[config.mk]
export PLATFORM = sky130hd
export DESIGN_NAME = pkt_buffer_read_arbiter_flat
export DESIGN_NICKNAME = d
export VERILOG_FILES = /design/src/rtl/pkt_buffer_read_arbiter_if.sv /design/src/rtl/pkt_buffer_read_arbiter.sv /design/src/flat_wrapper.sv
export SDC_FILE = /design/constraint.sdc
export NUM_CORES = 1
export LEC_CHECK = 0
export CELL_PAD_IN_SITES_DETAIL_PLACEMENT = 0
export CELL_PAD_IN_SITES_GLOBAL_PLACEMENT = 1
export CORE_AREA = 2 2 174 176
export DETAILED_ROUTE_END_ITERATION = 10
export DIE_AREA = 0 0 176 178
export PLACE_DENSITY = 0.74
export SETUP_SLACK_MARGIN = 0.15
export SLEW_MARGIN = 30
export SYNTH_ARGS = -nofsm -noshare
export SYNTH_HDL_FRONTEND = slang
export SYNTH_SLANG_ARGS = --single-unit
[constraint.sdc]
create_clock -name i_clk -period 3.75 [get_ports i_clk]
set_input_delay 0.75 -clock i_clk [delete_from_list [all_inputs] [get_ports i_clk]]
set_output_delay 0.75 -clock i_clk [all_outputs]
set_load 0.1 [all_outputs]
[src/rtl/pkt_buffer_read_arbiter_if.sv]
// Request/data bundle between the per-port tx readers, the packet-buffer RAM read port and
// pkt_buffer_read_arbiter. The master modport is the arbiter's view; the slave modport is the
// requesters plus the RAM.
interface pkt_buffer_read_arbiter_if #(
  parameter int unsigned PORT_NUM = 8
);
  logic [PORT_NUM*16-1:0] iv_pkt_raddr;
  logic [PORT_NUM-1:0]    iv_pkt_rd;
  logic [PORT_NUM-1:0]    ov_pkt_raddr_ack;
  logic [133:0]           ov_pkt_data;
  logic [PORT_NUM-1:0]    ov_pkt_data_wr;
  logic [15:0]            ov_ram_raddr;
  logic                   o_ram_rd;
  logic [133:0]           iv_ram_rdata;
  logic                   i_ram_wr_busy;
  logic [1:0]             ov_arb_state;

  modport master (
    input  iv_pkt_raddr, iv_pkt_rd, iv_ram_rdata, i_ram_wr_busy,
    output ov_pkt_raddr_ack, ov_pkt_data, ov_pkt_data_wr, ov_ram_raddr, o_ram_rd, ov_arb_state
  );

  modport slave (
    output iv_pkt_raddr, iv_pkt_rd, iv_ram_rdata, i_ram_wr_busy,
    input  ov_pkt_raddr_ack, ov_pkt_data, ov_pkt_data_wr, ov_ram_raddr, o_ram_rd, ov_arb_state
  );
endinterface

[src/rtl/pkt_buffer_read_arbiter.sv]
// Round-robin arbiter sharing the packet-buffer RAM read port between PORT_NUM output ports.
// One RAM read per grant; returning lines are steered back through a latency-matched tag pipe.
// Optional feature macro: PBRA_HOST_PRIO_EN gives port PORT_NUM-1 strict priority.
// Grants are held off for the first cycle after reset release so the first ack lands on the
// second edge after release.
module pkt_buffer_read_arbiter #(
  parameter int unsigned PORT_NUM   = 8,
  parameter int unsigned RD_LATENCY = 2
) (
  input logic                       i_clk,
  input logic                       i_rst_n,
  pkt_buffer_read_arbiter_if.master bus
);

  localparam int unsigned PtrW = (PORT_NUM > 1) ? $clog2(PORT_NUM) : 1;

  typedef enum logic [1:0] {
    StIdle  = 2'b00,
    StArb   = 2'b01,
    StBlock = 2'b10
  } arb_state_e;

  arb_state_e          state_q;
  logic                ready_q;
  logic [PORT_NUM-1:0] ack_q;
  logic                ram_rd_q;
  logic [15:0]         raddr_q;
  logic [PtrW-1:0]     ptr_q;
  logic [PORT_NUM-1:0] tag_q [RD_LATENCY];
  logic [PORT_NUM-1:0] data_wr_q;
  logic [133:0]        data_q;

  logic [PORT_NUM-1:0] elig;
  logic [PORT_NUM-1:0] rr_elig;
  logic [PORT_NUM-1:0] rr_masked;
  logic [PORT_NUM-1:0] rr_pick;
  logic [PORT_NUM-1:0] win_oh;
  logic                any_elig;
  logic                grant;
  logic                host_win;
  logic [PtrW-1:0]     win_idx;
  logic [PtrW-1:0]     ptr_d;
  logic [15:0]         win_addr;

  // Winner selection: host (optional) first, otherwise lowest eligible at/above the pointer,
  // wrapping to the lowest eligible overall.
  always_comb begin
    // A port acked last cycle is still updating its request; masking it avoids a double grant.
    elig     = ready_q ? (bus.iv_pkt_rd & ~ack_q) : '0;
    any_elig = |elig;
    grant    = any_elig & ~bus.i_ram_wr_busy;
    rr_elig  = elig;
`ifdef PBRA_HOST_PRIO_EN
    rr_elig[PORT_NUM-1] = 1'b0;
    host_win            = elig[PORT_NUM-1];
`else
    host_win            = 1'b0;
`endif
    rr_masked = rr_elig & ({PORT_NUM{1'b1}} << ptr_q);
    rr_pick   = (|rr_masked) ? rr_masked : rr_elig;
    win_idx   = '0;
    for (int i = PORT_NUM - 1; i >= 0; i--) begin
      if (rr_pick[i]) win_idx = PtrW'(i);
    end
    if (host_win) win_idx = PtrW'(PORT_NUM - 1);
    win_oh          = '0;
    win_oh[win_idx] = 1'b1;
    win_addr        = bus.iv_pkt_raddr[32'(win_idx) * 16 +: 16];
`ifdef PBRA_HOST_PRIO_EN
    // Host grants leave the pointer alone; it only cycles over ports 0..PORT_NUM-2.
    if (host_win) begin
      ptr_d = ptr_q;
    end else begin
      ptr_d = (32'(win_idx) == PORT_NUM - 2) ? '0 : win_idx + 1'b1;
    end
`else
    ptr_d = (32'(win_idx) == PORT_NUM - 1) ? '0 : win_idx + 1'b1;
`endif
  end

  // Arbitration FSM with registered grant, RAM command and pointer.
  always_ff @(posedge i_clk or negedge i_rst_n) begin
    if (!i_rst_n) begin
      state_q  <= StIdle;
      ready_q  <= 1'b0;
      ack_q    <= '0;
      ram_rd_q <= 1'b0;
      raddr_q  <= '0;
      ptr_q    <= '0;
    end else begin
      ready_q  <= 1'b1;
      ack_q    <= grant ? win_oh : '0;
      ram_rd_q <= grant;
      if (grant) begin
        raddr_q <= win_addr;
        ptr_q   <= ptr_d;
      end
      unique case (state_q)
        StIdle: begin
          if (any_elig) state_q <= bus.i_ram_wr_busy ? StBlock : StArb;
        end
        StArb: begin
          if (!any_elig)                state_q <= StIdle;
          else if (bus.i_ram_wr_busy)   state_q <= StBlock;
        end
        StBlock: begin
          if (!any_elig)                state_q <= StIdle;
          else if (!bus.i_ram_wr_busy)  state_q <= StArb;
        end
        default: state_q <= StIdle;
      endcase
    end
  end

  // Tag pipe tracks the RAM latency so each returning line is flagged for its requester.
  always_ff @(posedge i_clk or negedge i_rst_n) begin
    if (!i_rst_n) begin
      for (int i = 0; i < RD_LATENCY; i++) tag_q[i] <= '0;
      data_wr_q <= '0;
      data_q    <= '0;
    end else begin
      tag_q[0] <= ack_q;
      for (int i = 1; i < RD_LATENCY; i++) tag_q[i] <= tag_q[i-1];
      data_wr_q <= tag_q[RD_LATENCY-1];
      data_q    <= bus.iv_ram_rdata;
    end
  end

  assign bus.ov_pkt_raddr_ack = ack_q;
  assign bus.o_ram_rd         = ram_rd_q;
  assign bus.ov_ram_raddr     = raddr_q;
  assign bus.ov_pkt_data      = data_q;
  assign bus.ov_pkt_data_wr   = data_wr_q;
  assign bus.ov_arb_state     = state_q;

endmodule

[src/flat_wrapper.sv]
// flat-port wrapper written by rule: the top's interface ports become plain ports
module pkt_buffer_read_arbiter_flat 
#(
  parameter int unsigned PORT_NUM   = 8,
  parameter int unsigned RD_LATENCY = 2
)
  (i_clk, i_rst_n, bus_iv_pkt_raddr, bus_iv_pkt_rd, bus_iv_ram_rdata, bus_i_ram_wr_busy, bus_ov_pkt_raddr_ack, bus_ov_pkt_data, bus_ov_pkt_data_wr, bus_ov_ram_raddr, bus_o_ram_rd, bus_ov_arb_state);
  pkt_buffer_read_arbiter_if #(.PORT_NUM(PORT_NUM)) bus_i ();
  input logic i_clk;
  input logic i_rst_n;
  input wire logic [$bits(bus_i.iv_pkt_raddr)-1:0] bus_iv_pkt_raddr;
  input wire logic [$bits(bus_i.iv_pkt_rd)-1:0] bus_iv_pkt_rd;
  input wire logic [$bits(bus_i.iv_ram_rdata)-1:0] bus_iv_ram_rdata;
  input wire logic [$bits(bus_i.i_ram_wr_busy)-1:0] bus_i_ram_wr_busy;
  output wire logic [$bits(bus_i.ov_pkt_raddr_ack)-1:0] bus_ov_pkt_raddr_ack;
  output wire logic [$bits(bus_i.ov_pkt_data)-1:0] bus_ov_pkt_data;
  output wire logic [$bits(bus_i.ov_pkt_data_wr)-1:0] bus_ov_pkt_data_wr;
  output wire logic [$bits(bus_i.ov_ram_raddr)-1:0] bus_ov_ram_raddr;
  output wire logic [$bits(bus_i.o_ram_rd)-1:0] bus_o_ram_rd;
  output wire logic [$bits(bus_i.ov_arb_state)-1:0] bus_ov_arb_state;
  assign bus_i.iv_pkt_raddr = bus_iv_pkt_raddr;
  assign bus_i.iv_pkt_rd = bus_iv_pkt_rd;
  assign bus_i.iv_ram_rdata = bus_iv_ram_rdata;
  assign bus_i.i_ram_wr_busy = bus_i_ram_wr_busy;
  assign bus_ov_pkt_raddr_ack = bus_i.ov_pkt_raddr_ack;
  assign bus_ov_pkt_data = bus_i.ov_pkt_data;
  assign bus_ov_pkt_data_wr = bus_i.ov_pkt_data_wr;
  assign bus_ov_ram_raddr = bus_i.ov_ram_raddr;
  assign bus_o_ram_rd = bus_i.o_ram_rd;
  assign bus_ov_arb_state = bus_i.ov_arb_state;
  pkt_buffer_read_arbiter #(.PORT_NUM(PORT_NUM), .RD_LATENCY(RD_LATENCY)) u_core (.i_clk(i_clk), .i_rst_n(i_rst_n), .bus(bus_i));
endmodule
-- Word level (Yosys, flattened, before mapping)
Index checks and enable logic that the tools add are counted.
- register bits after elaboration: 189
- bits in latches: 0
- RAM bits: 0
- bits in read-only memories: 0
- input bits: 273
- memories kept: 0
- add/subtract/negate cells: 1
- $mul: 0
- div/mod/pow operators: 0
- magnitude comparators: 2
- equal/unequal tests: 6
- shift operators: 2
- multiplexer cells: 21
- bitwise gates (word level): 5
- reduce and logical (&&, ||, !) cells: 5
- operators by type and width (cell ; count):
    128-bit by 8-bit variable part select with 16-bit output ; 1
    3-bit 2-to-1 mux ; 9
    8-bit 2-to-1 mux ; 3
    8-bit AND ; 2
    8-bit OR reduction ; 2
    2-bit 2-to-1 mux ; 6
    8-bit inverter ; 1
    8-bit by 3-bit left shift with 8-bit output, first input constant ; 1
    3-bit inequality test, second input constant ; 2
    2-bit case mux with 3 select lines ; 1
    3-bit by 4-bit less-than comparator with 1-bit output, second input constant ; 1
    3-bit by 1-bit adder with 3-bit output, second input constant ; 1
    1-bit demux with 3-bit select ; 1
    3-bit == test, second input constant ; 1
    3-bit by 1-bit >= comparator with 1-bit output, second input constant ; 1
    3-bit AND reduction ; 1
    2-bit by 1-bit == test with 1-bit output, second input constant ; 1
    2-bit == test, second input constant ; 1
    2-bit zero test ; 1
    2-bit by 1-bit inequality test with 1-bit output, second input constant ; 1
    1-bit AND ; 1
    1-bit logical AND ; 1
    1-bit 2-to-1 mux ; 1
    1-bit inverter ; 1

-- Longest topological paths before layout
Gate-level depths: netlist (run 1).
- depth after elaboration: 19
- mapped depth: 12
- depth with buffers taken out: 8

-- Worst setup path after synthesis (run 1)
No wires, ideal clock.
- path type: register to register
- start: reg u_core.ack_q[0] (netlist: u_core.bus.ov_pkt_raddr_ack[0])
- end: reg u_core.ptr_q[1]
- data arrival time: 2.876 ns
- setup slack: 0.750 ns
- cell stages (with the launch flop): 10
- clock period less this slack: 3.000 ns
- cells stage by stage: dfrtp_1 and3b_4 a32o_1 nor4_2 o21a_2 buf_4 buf_2 a21oi_1 ha_1 mux2_2
- word-level cells in the longest chain between the ends: 16
- RTL lines (item ; line ; source):
    start: declaration ; pkt_buffer_read_arbiter.sv:25 ; logic [PORT_NUM-1:0] ack_q;
    start signal: assignment ; pkt_buffer_read_arbiter.sv:92 ; ack_q <= grant ? win_oh : '0;
    8-bit inverter (*) ; pkt_buffer_read_arbiter.sv:49 ; elig = ready_q ? (bus.iv_pkt_rd & ~ack_q) : '0;
    8-bit AND (*) ; pkt_buffer_read_arbiter.sv:49 ;
    8-bit 2-to-1 mux (*) ; pkt_buffer_read_arbiter.sv:49 ;
    8-bit AND ; pkt_buffer_read_arbiter.sv:59 ; rr_masked = rr_elig & ({PORT_NUM{1'b1}} << ptr_q);
    8-bit OR reduction ; pkt_buffer_read_arbiter.sv:60 ; rr_pick = (|rr_masked) ? rr_masked : rr_elig;
    8-bit 2-to-1 mux (*) ; pkt_buffer_read_arbiter.sv:60 ;
    3-bit 2-to-1 mux (7 in series) ; pkt_buffer_read_arbiter.sv:63 ; if (rr_pick[i]) win_idx = PtrW'(i);
    3-bit 2-to-1 mux (*) ; pkt_buffer_read_arbiter.sv:63 ;
    3-bit by 1-bit adder with 3-bit output / 3-bit == test (equally long branches) ; pkt_buffer_read_arbiter.sv:77 ; ptr_d = (32'(win_idx) == PORT_NUM - 1) ? '0 : win_idx + 1'b1;
    3-bit 2-to-1 mux (*) ; pkt_buffer_read_arbiter.sv:77 ;
    via u_core.ptr_d[1] ; pkt_buffer_read_arbiter.sv:42 ; logic [PtrW-1:0] ptr_d;
    end signal: assignment ; pkt_buffer_read_arbiter.sv:96 ; ptr_q <= ptr_d;
    end: declaration ; pkt_buffer_read_arbiter.sv:28 ; logic [PtrW-1:0] ptr_q;
Mark *: on every way through the listed nets, which the timed path passes. The rest lies on a longest branch.
A chain may end at the register's enable or synchronous reset.

-- Final worst setup path (run 1)
- start: in bus_iv_pkt_rd[2]
- end: reg u_core.raddr_q[0] (netlist: u_core.bus.ov_ram_raddr[0])
- word-level cells in the longest chain between the ends: 14
- RTL lines (item ; line ; source):
    start: declaration ; flat_wrapper.sv:12 ; input wire logic [$bits(bus_i.iv_pkt_rd)-1:0] bus_iv_pkt_rd;
    8-bit AND (*) ; pkt_buffer_read_arbiter.sv:49 ;
    8-bit 2-to-1 mux (*) ; pkt_buffer_read_arbiter.sv:49 ;
    8-bit AND ; pkt_buffer_read_arbiter.sv:59 ;
    8-bit OR reduction ; pkt_buffer_read_arbiter.sv:60 ;
    8-bit 2-to-1 mux ; pkt_buffer_read_arbiter.sv:60 ;
    3-bit 2-to-1 mux (8 in series) ; pkt_buffer_read_arbiter.sv:63 ;
    128-bit by 8-bit variable part select with 16-bit output ; pkt_buffer_read_arbiter.sv:68 ; win_addr = bus.iv_pkt_raddr[32'(win_idx) * 16 +: 16];
    end signal: assignment ; pkt_buffer_read_arbiter.sv:95 ; raddr_q <= win_addr;
    end: declaration ; pkt_buffer_read_arbiter.sv:27 ; logic [15:0] raddr_q;
Every way passes the cells marked *; elsewhere a longest branch is shown, timed or not.

==> metrics list, run 1 <==
- Result of the run: complete, no violations
- Static Leak: 4.87 nW
- From left edge to right edge, the die measures 176 µm.
* Kind of start point of the critical path: input port
- Setup slack on the worst reg-to-reg path comes out at 0.63 ns.
- Dividing the detail-routed wire length by the instance count gives 19.6 µm.
- Achievable Freq: 0.312 GHz
- The worst setup path is captured at a flip-flop.
- The number of placed instances, taps included, is 1,263.
- The clock passes through at most 2 buffers.
- Post-CTS setup-driven buffer insertion count: 0
- For this run, the number of standard cells in the final layout without fillers is 1,296.
- Headroom to the max-slew limit: 31.0%
* Clock buffers created by TritonCTS: 17
* Maximum resistive drop on vdd: 0.418 mV
* Final Setup Violations: 0
- The cell count after synthesis came out at 442.
* Hold Vio Cnt, Final: 0
* Kind of cell adding the most delay to the critical path: compound AO/OA/AOI/OAI gates
* Synthesized net count: 716
- The cell area that synthesis handed to floorplanning was 0.00644 mm².
- Clock sinks: 189
- Data on the critical path is required at its endpoint by 4.08 ns.
* Post-route cell area: 0.0118 mm²
* Maximum number of pins on one net before global-route repair: 78
- In this run the number of H-tree levels came out at 4.
- Across every metal layer, demand over resource in global routing totals 15.8%.
- Post-cts gate resize count: 0
* Post-DRT Antenna Nets: 0
- For this run, the leading register cell type out of synthesis is sky130_fd_sc_hd__dfrtp_1.
- Yosys mapped the design onto 60 distinct sky130hd cell types.
- Max stage delay cell, worst path: sky130_fd_sc_hd__a222oi_1
* Setup repair after global routing missed its margin: no
* Mean instance size in the synthesized netlist: 14.6 µm²
* Die outline area: 0.0313 mm²
* IO Count: 442
- Total negative setup slack: 0 ns
* Starting density of the core: 21.9%
- Congestion Overflow GR: 0
- CP peak stage delay: 0.57 ns
- Total power: 7.24 mW
* CP bufs+invs: 1
- Largest fanout on the critical path: 33
- The die is 178 µm tall.
- EDFF count, synth: 0
- After detailed routing, the number of vias per cell comes to 4.29.
- Area Overhead vs Synth: 83.2%
- Clock skew on the completed layout was measured at 0.0135 ns.
* Cell chain of the critical path: clkdlybuf4s50_1 > nand3b_1 > o31ai_2 > nor4_2 > o21a_2 > o21bai_4 > a222oi_1 > nand3_1 > o221a_1
- After detailed routing, the total wire length is 25,400 µm.
* Hold-fix buffers at CTS: 0
* Power per Cell Area: 614 mW/mm²
- Max-capacitance violation count: 0
- The min-delay analysis places its worst path in the category in -> async.
- For the worst-skew pair, the clock arrives at the later sink with an insertion delay of 0.44 ns.
- Post-detailed-route DRC marker count: 0
- Placed wire-length estimate after detailed placement: 19,800 µm
* Register-to-Register Path Depth: 8
* CTS tree: done
- The total area inside the core boundary comes to 0.0294 mm².
* DRC violation total after the first TritonRoute iteration: 339
* Number of rows created at floorplan: 63
- The congestion estimate from routability-driven global placement came to 0.867.
* Total via count after detailed routing: 5,560
- Total iterations of the first detailed-routing run: 8
- Buffers added on ports: 441
- Fin crit share: 85.4%
- Number of global-route vias before repair: 5,843
- The first global-routing pass estimated 36,200 µm of wire.
- Placed Instance Area: 0.0112 mm²
* Proportion of synthesized flip-flops having asynchronous set or reset: 100%
* # fillers: 2,773
- After synthesis, flip-flops and latches occupy 73.5% of the total area.
- Period minus WS final: 3.20 ns
- The number of pins exceeding their max-slew limit in the final report came to 0.
* Clock root cell: sky130_fd_sc_hd__clkbuf_16
- Crit path DAT: 3.54 ns
- At the pin with the least slew margin, the transition time is 1.03 ns.
* Number of storage elements in the synthesis netlist: 189
* Warning count from the yosys run: 0
* Final #Nets: 1,166
- Number of antenna violations at the first check in global routing: 1
- The post-route netlist has 10.7% of its cells at a drive strength greater than 1.
- Depth of the critical timing path with buffers and inverters included: 9
* Clk pin slew, worst setup/hold paths: 0.08 ns
- The critical path is of the in -> reg type.
[area by class of cell]
class / count / area, µm² / area share (%)
clock inverters: 13 / 146 / 1.24
inverters: 1 / 3.75 / 0.0318
repair buffers: 456 / 4430 / 37.6
multi-input cells: 227 / 1560 / 13.2
flip-flops and latches: 189 / 4730 / 40.1
diodes: 1 / 2.50 / 0.0212
well taps: 390 / 488 / 4.14
clock buffers: 19 / 433 / 3.67
[registers in the layout, indices dropped and copies added (netlist names)]
signal and count:
u_core.ready_q 1, u_core.bus.ov_pkt_raddr_ack 8, u_core.bus.ov_ram_raddr 16, u_core.ptr_q 3
u_core.bus.ov_pkt_data_wr 8, u_core.tag_q 16, u_core.bus.ov_pkt_data 134, u_core.bus.o_ram_rd 1
u_core.bus.ov_arb_state 2
[power breakdown]
part           switching (mW)  internal [mW]  total, mW
Combinational            2.12          0.930       3.05
Sequential              0.142           2.25       2.40
Clock                   0.849          0.945       1.79
[cell usage in the layout, fill, tap and decap left out, types with 6 or more instances in the layout]
master / count
sky130_fd_sc_hd__a21oi_1: 16
sky130_fd_sc_hd__a221o_1: 8
sky130_fd_sc_hd__a222oi_1: 19
sky130_fd_sc_hd__buf_2: 24
sky130_fd_sc_hd__buf_4: 15
sky130_fd_sc_hd__clkbuf_16: 17
sky130_fd_sc_hd__clkdlybuf4s50_1: 414
sky130_fd_sc_hd__dfrtp_1: 189
sky130_fd_sc_hd__nand2_1: 46
sky130_fd_sc_hd__nand3_1: 29
sky130_fd_sc_hd__nor2_1: 11
sky130_fd_sc_hd__nor2b_1: 6
sky130_fd_sc_hd__o221a_1: 6
sky130_fd_sc_hd__o221a_2: 7
[per-stage QoR]
stage / hold slack, ns / setup WS [ns] / util [%]
floorplan: 0.331 / 0.750 / -
global placement: 0.331 / 0.137 / 38.6
detailed placement: 0.335 / 0.0963 / 38.1
CTS: 0.290 / 0.579 / 40.1
global route: 0.310 / 0.357 / 40.1
finish: 0.275 / 0.546 / 40.1
[routing by layer]
metal	vias to the layer above	track usage, %	wire [µm]
li1	2503	-	-
met1	2688	18.1	9780
met2	339	27.1	12700
met3	28	5.50	2230
met4	2	5.92	637
met5	-	0	11
[path summary, 6_finish.rpt]
kind	endpoint	start
min in group i_clk	u_core.tag_q[6]	u_core.tag_q[14]
hold reg to reg	u_core.tag_q[6]	u_core.tag_q[14]
setup / recovery	u_core.bus.ov_ram_raddr[0]	bus_iv_pkt_rd[2]
max in group asynchronous	u_core.bus.ov_pkt_data[73]	i_rst_n
setup reg to reg	u_core.bus.ov_ram_raddr[0]	u_core.ready_q
hold / removal	u_core.bus.ov_ram_raddr[7]	i_rst_n
[synthesized netlist by cell type (all sizes together), types with 5 or more instances]
cell	number	area (µm²)
a21oi	18	105
a221o	8	80.1
a222oi	19	190
and2	6	38.8
and3	5	31.3
buf	20	134
clkbuf	5	18.8
dfrtp	189	4730
nand2	47	184
nand2b	5	31.3
nand3	29	145
nor2	13	56.3
nor2b	6	37.5
nor3	6	35.0
o21ai	5	25.0
o221a	13	146
[logic make-up after synthesis]
logic type | after synthesis | synth area share (%)
AOI/OAI and AO/OA | 94 | 13.1
xor gates and xnor gates | 1 | 0.136
adders and majority gates | 1 | 0.194
buffers and inverters | 26 | 2.43
DFF | 189 | 73.5
muxes | 1 | 0.175
other | 1 | 0.0582
and+or+nand+nor | 129 | 10.5
Power figures use the tool's default switching activity.
==> run 2: changes to the inputs <==
SLEW_MARGIN = not set   (was 30)
==> run 2 against run 1 <==
Against the previous run: die area did not move; maximum frequency decreased by 0.58%; non-clock buffer count did not move; register-to-register slack got worse by 0.05 ns; worst setup slack got worse by 0.019 ns; via count shrank 0.20%; total power is 1.5% higher; worst hold slack improved by 0.013 ns; global-route usage increased by 0.21 points; flip-flop and latch count did not move; sequential share of layout area shrank 0.52 points; critical path type unchanged.
==> metrics list, run 2 (same netlist as run 1, synthesis figures left out) <==
* Result of the run: complete, no violations
* Fraction of power consumed by the clock network: 25.7%
* Number of antenna violations at the first check in global routing: 1
* H-Tree Level Count: 4
- Dividing the final minimum period by the clock period gives 85.9%.
* Clock root cell: sky130_fd_sc_hd__clkbuf_16
- Setup repair after global routing missed its margin: no
- IO Count: 442
- Of the total power, the share spent switching nets is 42.5%.
* Routed vias/inst: 4.28
- In this run the tightest slew margin relative to its limit is 28.5%.
- TritonCTS built the clock tree.
- Cell chain of the critical path: clkdlybuf4s50_1 > nand3b_1 > o31ai_2 > nor4_2 > o21a_2 > o21bai_4 > a222oi_1 > nand3_1 > o221a_1
- Of the cells placed in the final design, the portion with a size suffix greater than 1 is 8.19%.
- Global-route wire length before repair: 36,700 µm
- Kind of start point of the critical path: input port
- Power per Cell Area: 615 mW/mm²
- Leaving out fill and tap cells, the most frequent cells in the layout are sky130_fd_sc_hd__clkdlybuf4s50_1 (438), sky130_fd_sc_hd__dfrtp_1 (189), sky130_fd_sc_hd__nand2_1 (46), sky130_fd_sc_hd__nand3_1 (29), sky130_fd_sc_hd__a222oi_1 (19).
- Once placement completed, the tool counted placed cells totaling 1,263.
* GR Util All Layers: 16.0%
- Once routing completed, OpenROAD measured the worst setup slack at 0.527 ns.
- Data on the critical path is required at its endpoint by 4.07 ns.
- The floorplan step set the die height to 178 µm.
- DRC violation total after the first TritonRoute iteration: 346
* Routed WL per cell: 19.8 µm
* Static Leak: 4.89 nW
- CP peak stage delay: 0.57 ns
* Number of flip-flops under the largest register name: 134
- For this configuration, the core starts out at a cell density of 21.9%.
- Total detailed-routing wirelength: 25,600 µm
- Total via count after detailed routing: 5,549
- Placed wire-length estimate after detailed placement: 19,800 µm
- Entering global routing, the biggest net connects 78 pins.
- Setup violations remaining at the end of the flow were counted as 0.
- Switching power summed over all nets: 3.12 mW
- Max-cap violations in this run came to 0.
* # fillers: 2,764
- The path class of the tightest hold or removal check is in -> async.
- Leaving out filler cells and counting taps, the final layout contains 1,295.
- Post-cts gate resize count: 0
- Placement Setup Slack: 0.119 ns
* Largest fanout on the critical path: 33
- The via count of the first global-routing pass came to 5,797.
- In this run the post-CTS setup repair buffer count came out at 0.
* Congestion Overflow GR: 0
- Die outline area: 0.0313 mm²
- Number of max-slew violations in the final report: 0
- Total power: 7.34 mW
* Maximum resistive drop on vdd: 0.309 mV
* Crit path DAT: 3.55 ns
- Period minus WS final: 3.22 ns
* Die width: 176 µm
- The worst setup path is captured at a flip-flop.
- Input and output buffers added on the ports amount to 441.
* Hold-fix buffers at CTS: 0
- Leaving out fill and tap cells, the most frequent cell in the layout is sky130_fd_sc_hd__clkdlybuf4s50_1.
* Longest Clk Path Bufs: 2
- After the last flow step, the layout net total stands at 1,166.
- For this run, design rule violations remaining after detail routing come to 0.
- Achievable Freq: 0.310 GHz
* Max stage delay cell, worst path: sky130_fd_sc_hd__a222oi_1
- Hold Vio Cnt, Final: 0
- The count of nets left with antenna violations once routing finished came out at 0.
* Crit Path Class: in -> reg
- Skew final: 0.0134 ns
- Clock buffers created by TritonCTS: 17
* Combinational cell fraction of total power: 41.7%
- The initialized floorplan defines 63 standard-cell rows.
- Routability-driven placement finished with a final weighted congestion of 0.867.
* Slew @ Worst Pin: 1.07 ns
- Clk pin slew, worst setup/hold paths: 0.08 ns
- Later-pin clock latency in the skew report: 0.43 ns
- The first TritonRoute pass finished after 8 iterations.
* Int Pwr: 4.22 mW
- The share of total power dissipated in sequential elements is 32.7%.
- Clock sinks: 189
- The area growth from synthesis to layout is 85.6%.
* Total negative setup slack: 0 ns
* Core Footprint: 0.0294 mm²
run 2: cell count changes in the layout (fill, tap and decap cells not counted), sizes merged:
cell and delta:
clkinv +1, buf -24, clkdlybuf4s50 +24, clkinvlp -1, clkbuf -1, bufinv +1
inv -1
run 2: final cells by class:
cell class	count	area, µm²	area share (%)
Sequential cell	189	4730	39.6
Timing Repair Buffer	456	4550	38.1
Multi-Input combinational cell	227	1560	13.1
Tap cell	390	488	4.08
Clock buffer	18	439	3.68
Clock inverter	13	174	1.46
Inverter	1	3.75	0.0314
Antenna cell	1	2.50	0.0209
run 2: stage by stage:
stage               instance area [µm²]  hold slack, ns  util, %
floorplan                          6440           0.331        -
global placement                  11300           0.331     38.6
detailed placement                11300           0.335     38.6
CTS                               11900           0.302     40.6
global route                      11900           0.311     40.6
finish                            12000           0.288     40.6
run 2: path summary, 6_finish.rpt:
check                                      start                      endpoint  slack (ns)  depth (start not counted)
worst max-delay path            bus_iv_pkt_rd[2]    u_core.bus.ov_ram_raddr[0]        0.53                          9
worst min-delay path                     i_rst_n    u_core.bus.ov_ram_raddr[7]        0.29                          1
worst min register to register   u_core.tag_q[5]  u_core.bus.ov_pkt_data_wr[5]        0.35                          0
max in group asynchronous                i_rst_n    u_core.bus.ov_pkt_data[15]        2.47                          2
min in group i_clk               u_core.tag_q[5]  u_core.bus.ov_pkt_data_wr[5]        0.35                          0
worst max register to register    u_core.ready_q    u_core.bus.ov_ram_raddr[0]        0.58                          8
run 2: power groups by stage:
stage          combinational, mW  clock, mW  sequential (mW)
2_1_floorplan              0.765          0             3.73
3_3_place_gp                3.07          0             2.43
3_5_place_dp                3.08          0             2.43
4_1_cts                     3.08       1.95             2.40
5_1_grt                     3.19       2.04             2.42
6_report                    3.06       1.89             2.40
run 2: routing by layer:
| layer | part of all wire [%] | GRT usage (%) |
|---|---|---|
| met5 | 0.058 | 0 |
| met4 | 1.7 | 4.92 |
| met3 | 8.2 | 5.35 |
| met2 | 50 | 27.4 |
| met1 | 40 | 18.9 |
run 2: worst max-delay path, delay by kind of cell:
kind            cells  cell delay [ns]
compound gates      5             1.80
buf+inv             1             0.47
simple gates        3             0.49
==> run 3: changes to the inputs <==
CAP_MARGIN = 20   (was not set)
==> results of run 3 <==
No change in the layout: final DEF, timing and power equal those of run 2.
